==> config.mk <==
export PLATFORM = sky130hd
export DESIGN_NAME = ahb_picomem_bridge_flat
export DESIGN_NICKNAME = d
export VERILOG_FILES = /design/src/rtl/ahb_picomem_bridge_if.sv /design/src/rtl/ahb_picomem_bridge.sv /design/src/flat_wrapper.sv
export SDC_FILE = /design/constraint.sdc
export NUM_CORES = 1
export LEC_CHECK = 0
export CAP_MARGIN = 0
export CORE_ASPECT_RATIO = 0.75
export CORE_UTILIZATION = 25
export DETAILED_ROUTE_END_ITERATION = 10
export SKIP_CTS_REPAIR_TIMING = 1
export SYNTH_ARGS = -nofsm -noshare
export SYNTH_HDL_FRONTEND = slang
export SYNTH_SLANG_ARGS = --single-unit
==> constraint.sdc <==
create_clock -name clk -period 2.65 [get_ports clk]
set_input_delay 0.265 -clock clk [delete_from_list [all_inputs] [get_ports clk]]
set_output_delay 0.265 -clock clk [all_outputs]
set_load 0.005 [all_outputs]
==> src/rtl/ahb_picomem_bridge_if.sv <==
// rtl/ahb_picomem_bridge_if.sv - AHB-Lite slave and PicoRV32 native memory signal bundle
interface ahb_picomem_bridge_if;
   logic        hsel;
   logic [31:0] haddr;
   logic [1:0]  htrans;
   logic        hwrite;
   logic [2:0]  hsize;
   logic [3:0]  hprot;
   logic [31:0] hwdata;
   logic        hready;
   logic        hreadyout;
   logic        hresp;
   logic [31:0] hrdata;
   logic        mem_valid;
   logic        mem_instr;
   logic [31:0] mem_addr;
   logic [31:0] mem_wdata;
   logic [3:0]  mem_wstrb;
   logic        mem_ready;
   logic [31:0] mem_rdata;

   // Bridge view: AHB slave on one side, native requester on the other.
   modport slave (
      input  hsel, haddr, htrans, hwrite, hsize, hprot, hwdata, hready,
      output hreadyout, hresp, hrdata,
      output mem_valid, mem_instr, mem_addr, mem_wdata, mem_wstrb,
      input  mem_ready, mem_rdata
   );

   // Environment view: AHB master plus native memory.
   modport master (
      output hsel, haddr, htrans, hwrite, hsize, hprot, hwdata, hready,
      input  hreadyout, hresp, hrdata,
      input  mem_valid, mem_instr, mem_addr, mem_wdata, mem_wstrb,
      output mem_ready, mem_rdata
   );
endinterface

==> src/rtl/ahb_picomem_bridge.sv <==
// rtl/ahb_picomem_bridge.sv - AHB-Lite slave replaying each transfer as one PicoRV32 native request
module ahb_picomem_bridge #(
   parameter int unsigned TIMEOUT_CYCLES = 255
) (
   input  logic                     clk,
   input  logic                     resetn,
   ahb_picomem_bridge_if.slave      bus
);
   localparam logic [2:0] S_IDLE   = 3'd0;
   localparam logic [2:0] S_WCAP   = 3'd1;
   localparam logic [2:0] S_ACCESS = 3'd2;
   localparam logic [2:0] S_ERR1   = 3'd3;
   localparam logic [2:0] S_ERR2   = 3'd4;

   localparam logic [16:0] TO_LIMIT = 17'(TIMEOUT_CYCLES);

   logic [2:0]  state;
   logic [15:0] timeout_cnt;
   logic        is_write;

   logic        accept;
   logic        legal;
   logic [3:0]  strb;
   logic [16:0] cnt_inc;
   logic        timed_out;
   logic        unused_bits;

   // Attribute bits the native interface has no use for.
   assign unused_bits = ^{bus.hprot[3:1], bus.htrans[0]};

   // Address-phase decode: acceptance, legality and byte-lane strobes.
   always_comb begin
      accept = bus.hsel && bus.hready && bus.htrans[1] &&
               ((state == S_IDLE) || (state == S_ERR2));
      legal  = 1'b0;
      strb   = 4'b1111;
      case (bus.hsize)
         3'b000: begin
            legal = 1'b1;
            strb  = 4'b0001 << bus.haddr[1:0];
         end
         3'b001: begin
            legal = !bus.haddr[0];
            strb  = 4'b0011 << {bus.haddr[1], 1'b0};
         end
         3'b010: begin
            legal = (bus.haddr[1:0] == 2'b00);
            strb  = 4'b1111;
         end
         default: begin
            legal = 1'b0;
            strb  = 4'b1111;
         end
      endcase
   end

   // Timeout fires on the cycle the counter would reach the limit; a zero limit never fires.
   always_comb begin
      cnt_inc   = {1'b0, timeout_cnt} + 17'd1;
      timed_out = (TO_LIMIT != 17'd0) && (cnt_inc == TO_LIMIT);
   end

   // Transfer sequencing, native request registers and AHB response registers.
   always_ff @(posedge clk) begin
      if (!resetn) begin
         state         <= S_IDLE;
         timeout_cnt   <= 16'd0;
         is_write      <= 1'b0;
         bus.hreadyout <= 1'b1;
         bus.hresp     <= 1'b0;
         bus.hrdata    <= 32'd0;
         bus.mem_valid <= 1'b0;
         bus.mem_instr <= 1'b0;
         bus.mem_addr  <= 32'd0;
         bus.mem_wdata <= 32'd0;
         bus.mem_wstrb <= 4'd0;
      end else begin
         case (state)
            S_IDLE, S_ERR2: begin
               if (accept) begin
                  timeout_cnt <= 16'd0;
                  if (!legal) begin
                     bus.hresp     <= 1'b1;
                     bus.hreadyout <= 1'b0;
                     state         <= S_ERR1;
                  end else begin
                     bus.hresp     <= 1'b0;
                     bus.hreadyout <= 1'b0;
                     bus.mem_addr  <= {bus.haddr[31:2], 2'b00};
                     bus.mem_instr <= ~bus.hprot[0];
                     is_write      <= bus.hwrite;
                     if (bus.hwrite) begin
                        bus.mem_wstrb <= strb;
                        state         <= S_WCAP;
                     end else begin
                        bus.mem_wstrb <= 4'd0;
                        bus.mem_valid <= 1'b1;
                        state         <= S_ACCESS;
                     end
                  end
               end else begin
                  bus.hresp     <= 1'b0;
                  bus.hreadyout <= 1'b1;
                  state         <= S_IDLE;
               end
            end
            S_WCAP: begin
               // Write data only exists in the data phase, one cycle after acceptance.
               bus.mem_wdata <= bus.hwdata;
               bus.mem_valid <= 1'b1;
               state         <= S_ACCESS;
            end
            S_ACCESS: begin
               if (bus.mem_ready) begin
                  bus.mem_valid <= 1'b0;
                  bus.mem_wstrb <= 4'd0;
                  if (!is_write) begin
                     bus.hrdata <= bus.mem_rdata;
                  end
                  bus.hreadyout <= 1'b1;
                  state         <= S_IDLE;
               end else begin
                  timeout_cnt <= cnt_inc[15:0];
                  if (timed_out) begin
                     bus.mem_valid <= 1'b0;
                     bus.hresp     <= 1'b1;
                     bus.hreadyout <= 1'b0;
                     state         <= S_ERR1;
                  end
               end
            end
            S_ERR1: begin
               bus.hresp     <= 1'b1;
               bus.hreadyout <= 1'b1;
               state         <= S_ERR2;
            end
            default: begin
               bus.mem_valid <= 1'b0;
               bus.hresp     <= 1'b0;
               bus.hreadyout <= 1'b1;
               state         <= S_IDLE;
            end
         endcase
      end
   end
endmodule

==> src/flat_wrapper.sv <==
// flat-port wrapper written by rule: the top's interface ports become plain ports
module ahb_picomem_bridge_flat 
#(
   parameter int unsigned TIMEOUT_CYCLES = 255
)
  (clk, resetn, bus_hsel, bus_haddr, bus_htrans, bus_hwrite, bus_hsize, bus_hprot, bus_hwdata, bus_hready, bus_hreadyout, bus_hresp, bus_hrdata, bus_mem_valid, bus_mem_instr, bus_mem_addr, bus_mem_wdata, bus_mem_wstrb, bus_mem_ready, bus_mem_rdata);
  ahb_picomem_bridge_if bus_i ();
  input  logic clk;
  input  logic resetn;
  input wire logic [$bits(bus_i.hsel)-1:0] bus_hsel;
  input wire logic [$bits(bus_i.haddr)-1:0] bus_haddr;
  input wire logic [$bits(bus_i.htrans)-1:0] bus_htrans;
  input wire logic [$bits(bus_i.hwrite)-1:0] bus_hwrite;
  input wire logic [$bits(bus_i.hsize)-1:0] bus_hsize;
  input wire logic [$bits(bus_i.hprot)-1:0] bus_hprot;
  input wire logic [$bits(bus_i.hwdata)-1:0] bus_hwdata;
  input wire logic [$bits(bus_i.hready)-1:0] bus_hready;
  output wire logic [$bits(bus_i.hreadyout)-1:0] bus_hreadyout;
  output wire logic [$bits(bus_i.hresp)-1:0] bus_hresp;
  output wire logic [$bits(bus_i.hrdata)-1:0] bus_hrdata;
  output wire logic [$bits(bus_i.mem_valid)-1:0] bus_mem_valid;
  output wire logic [$bits(bus_i.mem_instr)-1:0] bus_mem_instr;
  output wire logic [$bits(bus_i.mem_addr)-1:0] bus_mem_addr;
  output wire logic [$bits(bus_i.mem_wdata)-1:0] bus_mem_wdata;
  output wire logic [$bits(bus_i.mem_wstrb)-1:0] bus_mem_wstrb;
  input wire logic [$bits(bus_i.mem_ready)-1:0] bus_mem_ready;
  input wire logic [$bits(bus_i.mem_rdata)-1:0] bus_mem_rdata;
  assign bus_i.hsel = bus_hsel;
  assign bus_i.haddr = bus_haddr;
  assign bus_i.htrans = bus_htrans;
  assign bus_i.hwrite = bus_hwrite;
  assign bus_i.hsize = bus_hsize;
  assign bus_i.hprot = bus_hprot;
  assign bus_i.hwdata = bus_hwdata;
  assign bus_i.hready = bus_hready;
  assign bus_hreadyout = bus_i.hreadyout;
  assign bus_hresp = bus_i.hresp;
  assign bus_hrdata = bus_i.hrdata;
  assign bus_mem_valid = bus_i.mem_valid;
  assign bus_mem_instr = bus_i.mem_instr;
  assign bus_mem_addr = bus_i.mem_addr;
  assign bus_mem_wdata = bus_i.mem_wdata;
  assign bus_mem_wstrb = bus_i.mem_wstrb;
  assign bus_i.mem_ready = bus_mem_ready;
  assign bus_i.mem_rdata = bus_mem_rdata;
  ahb_picomem_bridge #(.TIMEOUT_CYCLES(TIMEOUT_CYCLES)) u_core (.clk(clk), .resetn(resetn), .bus(bus_i));
endmodule
==> results of run 1 <==
[area by class of cell]
type	instances	area [sq um]	area share [%]
Sequential cell	122	2440	30.4
Multi-Input combinational cell	467	2340	29.2
Timing Repair Buffer	226	2250	28.1
Clock buffer	18	429	5.34
Tap cell	253	317	3.94
Clock inverter	14	220	2.74
Inverter	6	23.8	0.296
[cells in the mapped netlist, types with 4 or more instances]
library cell	instances	area (sq um)
nand2_1	208	781
o21ai_0	18	90.1
nor2_1	25	93.8
nand3b_1	4	30.0
clkbuf_1	28	105
a311oi_1	7	61.3
a21oi_1	113	566
nand2b_1	4	25.0
nor3_1	7	35.0
dfxtp_1	122	2440
buf_2	15	75.1
a31oi_1	5	31.3
nor2b_1	4	25.0
nand4_1	4	25.0
inv_1	5	18.8
nand3_1	12	60.1
[cells in the final DEF (no fill, tap or decap), types with 4 or more instances in the layout]
master and instances:
nand2_1 208, nand3b_1 4, clkdlybuf4s50_1 208, a21oi_1 113, clkbuf_16 17, a311oi_1 7, o21ai_0 18, dfxtp_1 122
nand4_1 4, bufinv_16 5, buf_4 15, inv_1 5, a31oi_1 5, nor3_1 7, nand2b_1 4, nand3_1 12
nor2_1 24, clkinv_4 5
[cells by family after synthesis]
kind of cell | Yosys count | synth area share [%]
xor+xnor | 2 | 0.349
fa+ha+maj | 2 | 0.498
mux | 3 | 0.622
compound gates | 167 | 18.9
buf+inv | 57 | 5.08
other cells | 1 | 0.0746
flops | 122 | 48.6
simple gates | 291 | 25.9
[per-stage QoR]
stage	hold WS, ps	power [W]	utilization, %	worst slack (ps)
floorplan	361	0.00205	-	546
global placement	441	0.00232	37.8	343
detailed placement	446	0.00232	37.8	335
CTS	379	0.00491	41.1	339
global route	384	0.00503	41.1	149
finish	400	0.00483	41.1	329
[state kept, by name, indices dropped and copies added (netlist names)]
register              count
u_core.bus.hresp          1
u_core.bus.hreadyout      1
u_core.timeout_cnt       16
u_core.bus.mem_wstrb      4
u_core.bus.mem_instr      1
u_core.bus.hrdata        32
u_core.bus.mem_valid      1
u_core.bus.mem_addr      30
u_core.is_write           1
u_core.state              3
u_core.bus.mem_wdata     32
[worst reg2reg max path, cell delays in order, from the launching register on]
cell and delay, ps:
dfxtp_1 530, ha_1 310, nand3_1 230, nor4_4 400
a31o_1 250, nand3b_1 150, a221o_1 340
[how the worst max path moves through the flow]
stage                            from                    to  slack (ps)  depth (start not counted)
6_report        u_core.timeout_cnt[0]  u_core.bus.mem_valid         330                          6
5_1_grt         u_core.timeout_cnt[1]  u_core.bus.mem_valid         150                          6
4_1_cts         u_core.timeout_cnt[0]  u_core.bus.mem_valid         340                          6
3_5_place_dp    u_core.timeout_cnt[0]  u_core.bus.mem_valid         340                          6
3_3_place_gp   u_core.timeout_cnt[10]  u_core.bus.hreadyout         340                          6
2_1_floorplan   u_core.timeout_cnt[1]  u_core.bus.hreadyout         550                          6
[power by group]
part           total [W]  internal, W  switching (W)
clock            0.00255      0.00168       0.000876
sequential       0.00189      0.00187      0.0000195
combinational   0.000390     0.000236       0.000154
[per-layer routing]
| metal | track usage (%) | wire length [um] | up-vias |
|---|---|---|---|
| met1 | 20.0 | 7110 | 2255 |
| met3 | 6.51 | 1660 | 9 |
| met5 | 0 | 0 | - |
| met4 | 4.62 | 136 | 0 |
| li1 | - | - | 2566 |
| met2 | 22.7 | 6620 | 191 |
==> flow_summary.toml, run 1 <==
[synth]
synthFlopType = "dfxtp_1"
ys.warnings.count = 0
synth_edf_count = 0
synth.distinct_cells = 59
syn_inst = 645
netlist_area_sq_mm = 0.00503
ys_seq_area_share_pct = 48.6
async_flop_share_pct = 0
syn_avg_cell_area_sq_um = 7.79
ys_seq_elements = 122

[global_routing]
grt_use_total_pct = 15.3
grt_pass1_wl_mm = 25.1
grt_max_degree = 42
grt_pass1_vias = 4784
grt-ovfl-total = 0
antenna_found_initial = 0

[pwr]
power.leakage_nw = 2.71
max-vdd-ir-drop_uv = 272
powerDensity_mw_per_mm2 = 601

[placement]
globalplace.congestion = 0.817
placed_area_sq_mm = 0.00738
place.port_buffers = 208
dp_hpwl_mm = 10.9
placed_cells = 1074

[timing]
setup_tns_ps = 0
max_freq_mhz = 431
final-hold-violation-count = 0
final.setup_skew_ps = 7.35
finalCritPeriodShare_pct = 87.6
setup_violations = 0
finalMaxSlewViolations = 0
grt_setup_unrepaired = "false"
min_period_ps = 2320

[finish]
area_growth_pct = 59.8
stdcell_count = 1106
finalNetCount = 953
num-fill-cells = 1957
fin_area_sq_mm = 0.00803
drive_gt1_share_pct = 7.85
num_antenna_cells = 0

[detailed_routing]
vias = 5021
wl_per_cell_um = 14.0
final_antenna_net_count = 0
drt_wl_total_mm = 15.5
first_iter_violations = 354
avgViaCountPerCell = 4.54
drc_errors = 19
dr.pass1.iters = 8

[floorplan]
rows = 44
die_y_um = 125
die-area_sq_mm = 0.0207
chipWidth_um = 166
start_util_pct = 25.7
num_io_pins = 215
core_sq_mm = 0.0195

[hold_path]
min_to = "u_core.bus.mem_addr[22]"
min_from = "bus_haddr[22]"
min_path_cells = 3
hold_class = "input pin to flop"

[critical_path]
cp_top_family = "simple AND/OR/NAND/NOR gates"
r2r-end = "u_core.bus.mem_valid"
path_max_fanout = 10
start_kind = "flop"
cp_num_buf_inv = 0
reg2reg_depth = 6
arrival_ps = 2620
critPathCaptureType = "flop"
rrSetupSlack_ps = 330
cp_slowest_cell = "dfxtp_1"
required_ps = 2950
path_cells = "ha_1 > nand3_1 > nor4_4 > a31o_1 > nand3b_1 > a221o_1"
slowest_delay_ps = 530
worstReg2RegStart = "u_core.timeout_cnt[0]"
crit_type = "flop to flop"

[clock_network]
cts.sinks = 122
cts_buffers = 17
cts_tree = "yes"
clk_latency_ps = 410
path_clk_slew_ps = 60
root_buffer = "clkbuf_16"
clk_path_buf_depth = 2
htreeDepth = 4

[run]
maxCapViolCount = 0

[status]
violations = "design-rule violations"
status = "complete, but fails checks"
Power figures use the tool's default switching activity.
==> run 2, diff against run 1 <==
Settings changed: CAP_MARGIN 0 to 30.
==> results of run 2 <==
Same layout as run 1: the final DEF is identical, and so are final timing and power.
==> run 3, diff against run 2 <==
Settings changed: GPL_ROUTABILITY_DRIVEN set to 0, SLEW_MARGIN set to 20.
==> results of run 3 <==
Same layout as run 1: the final DEF is identical, and so are final timing and power.
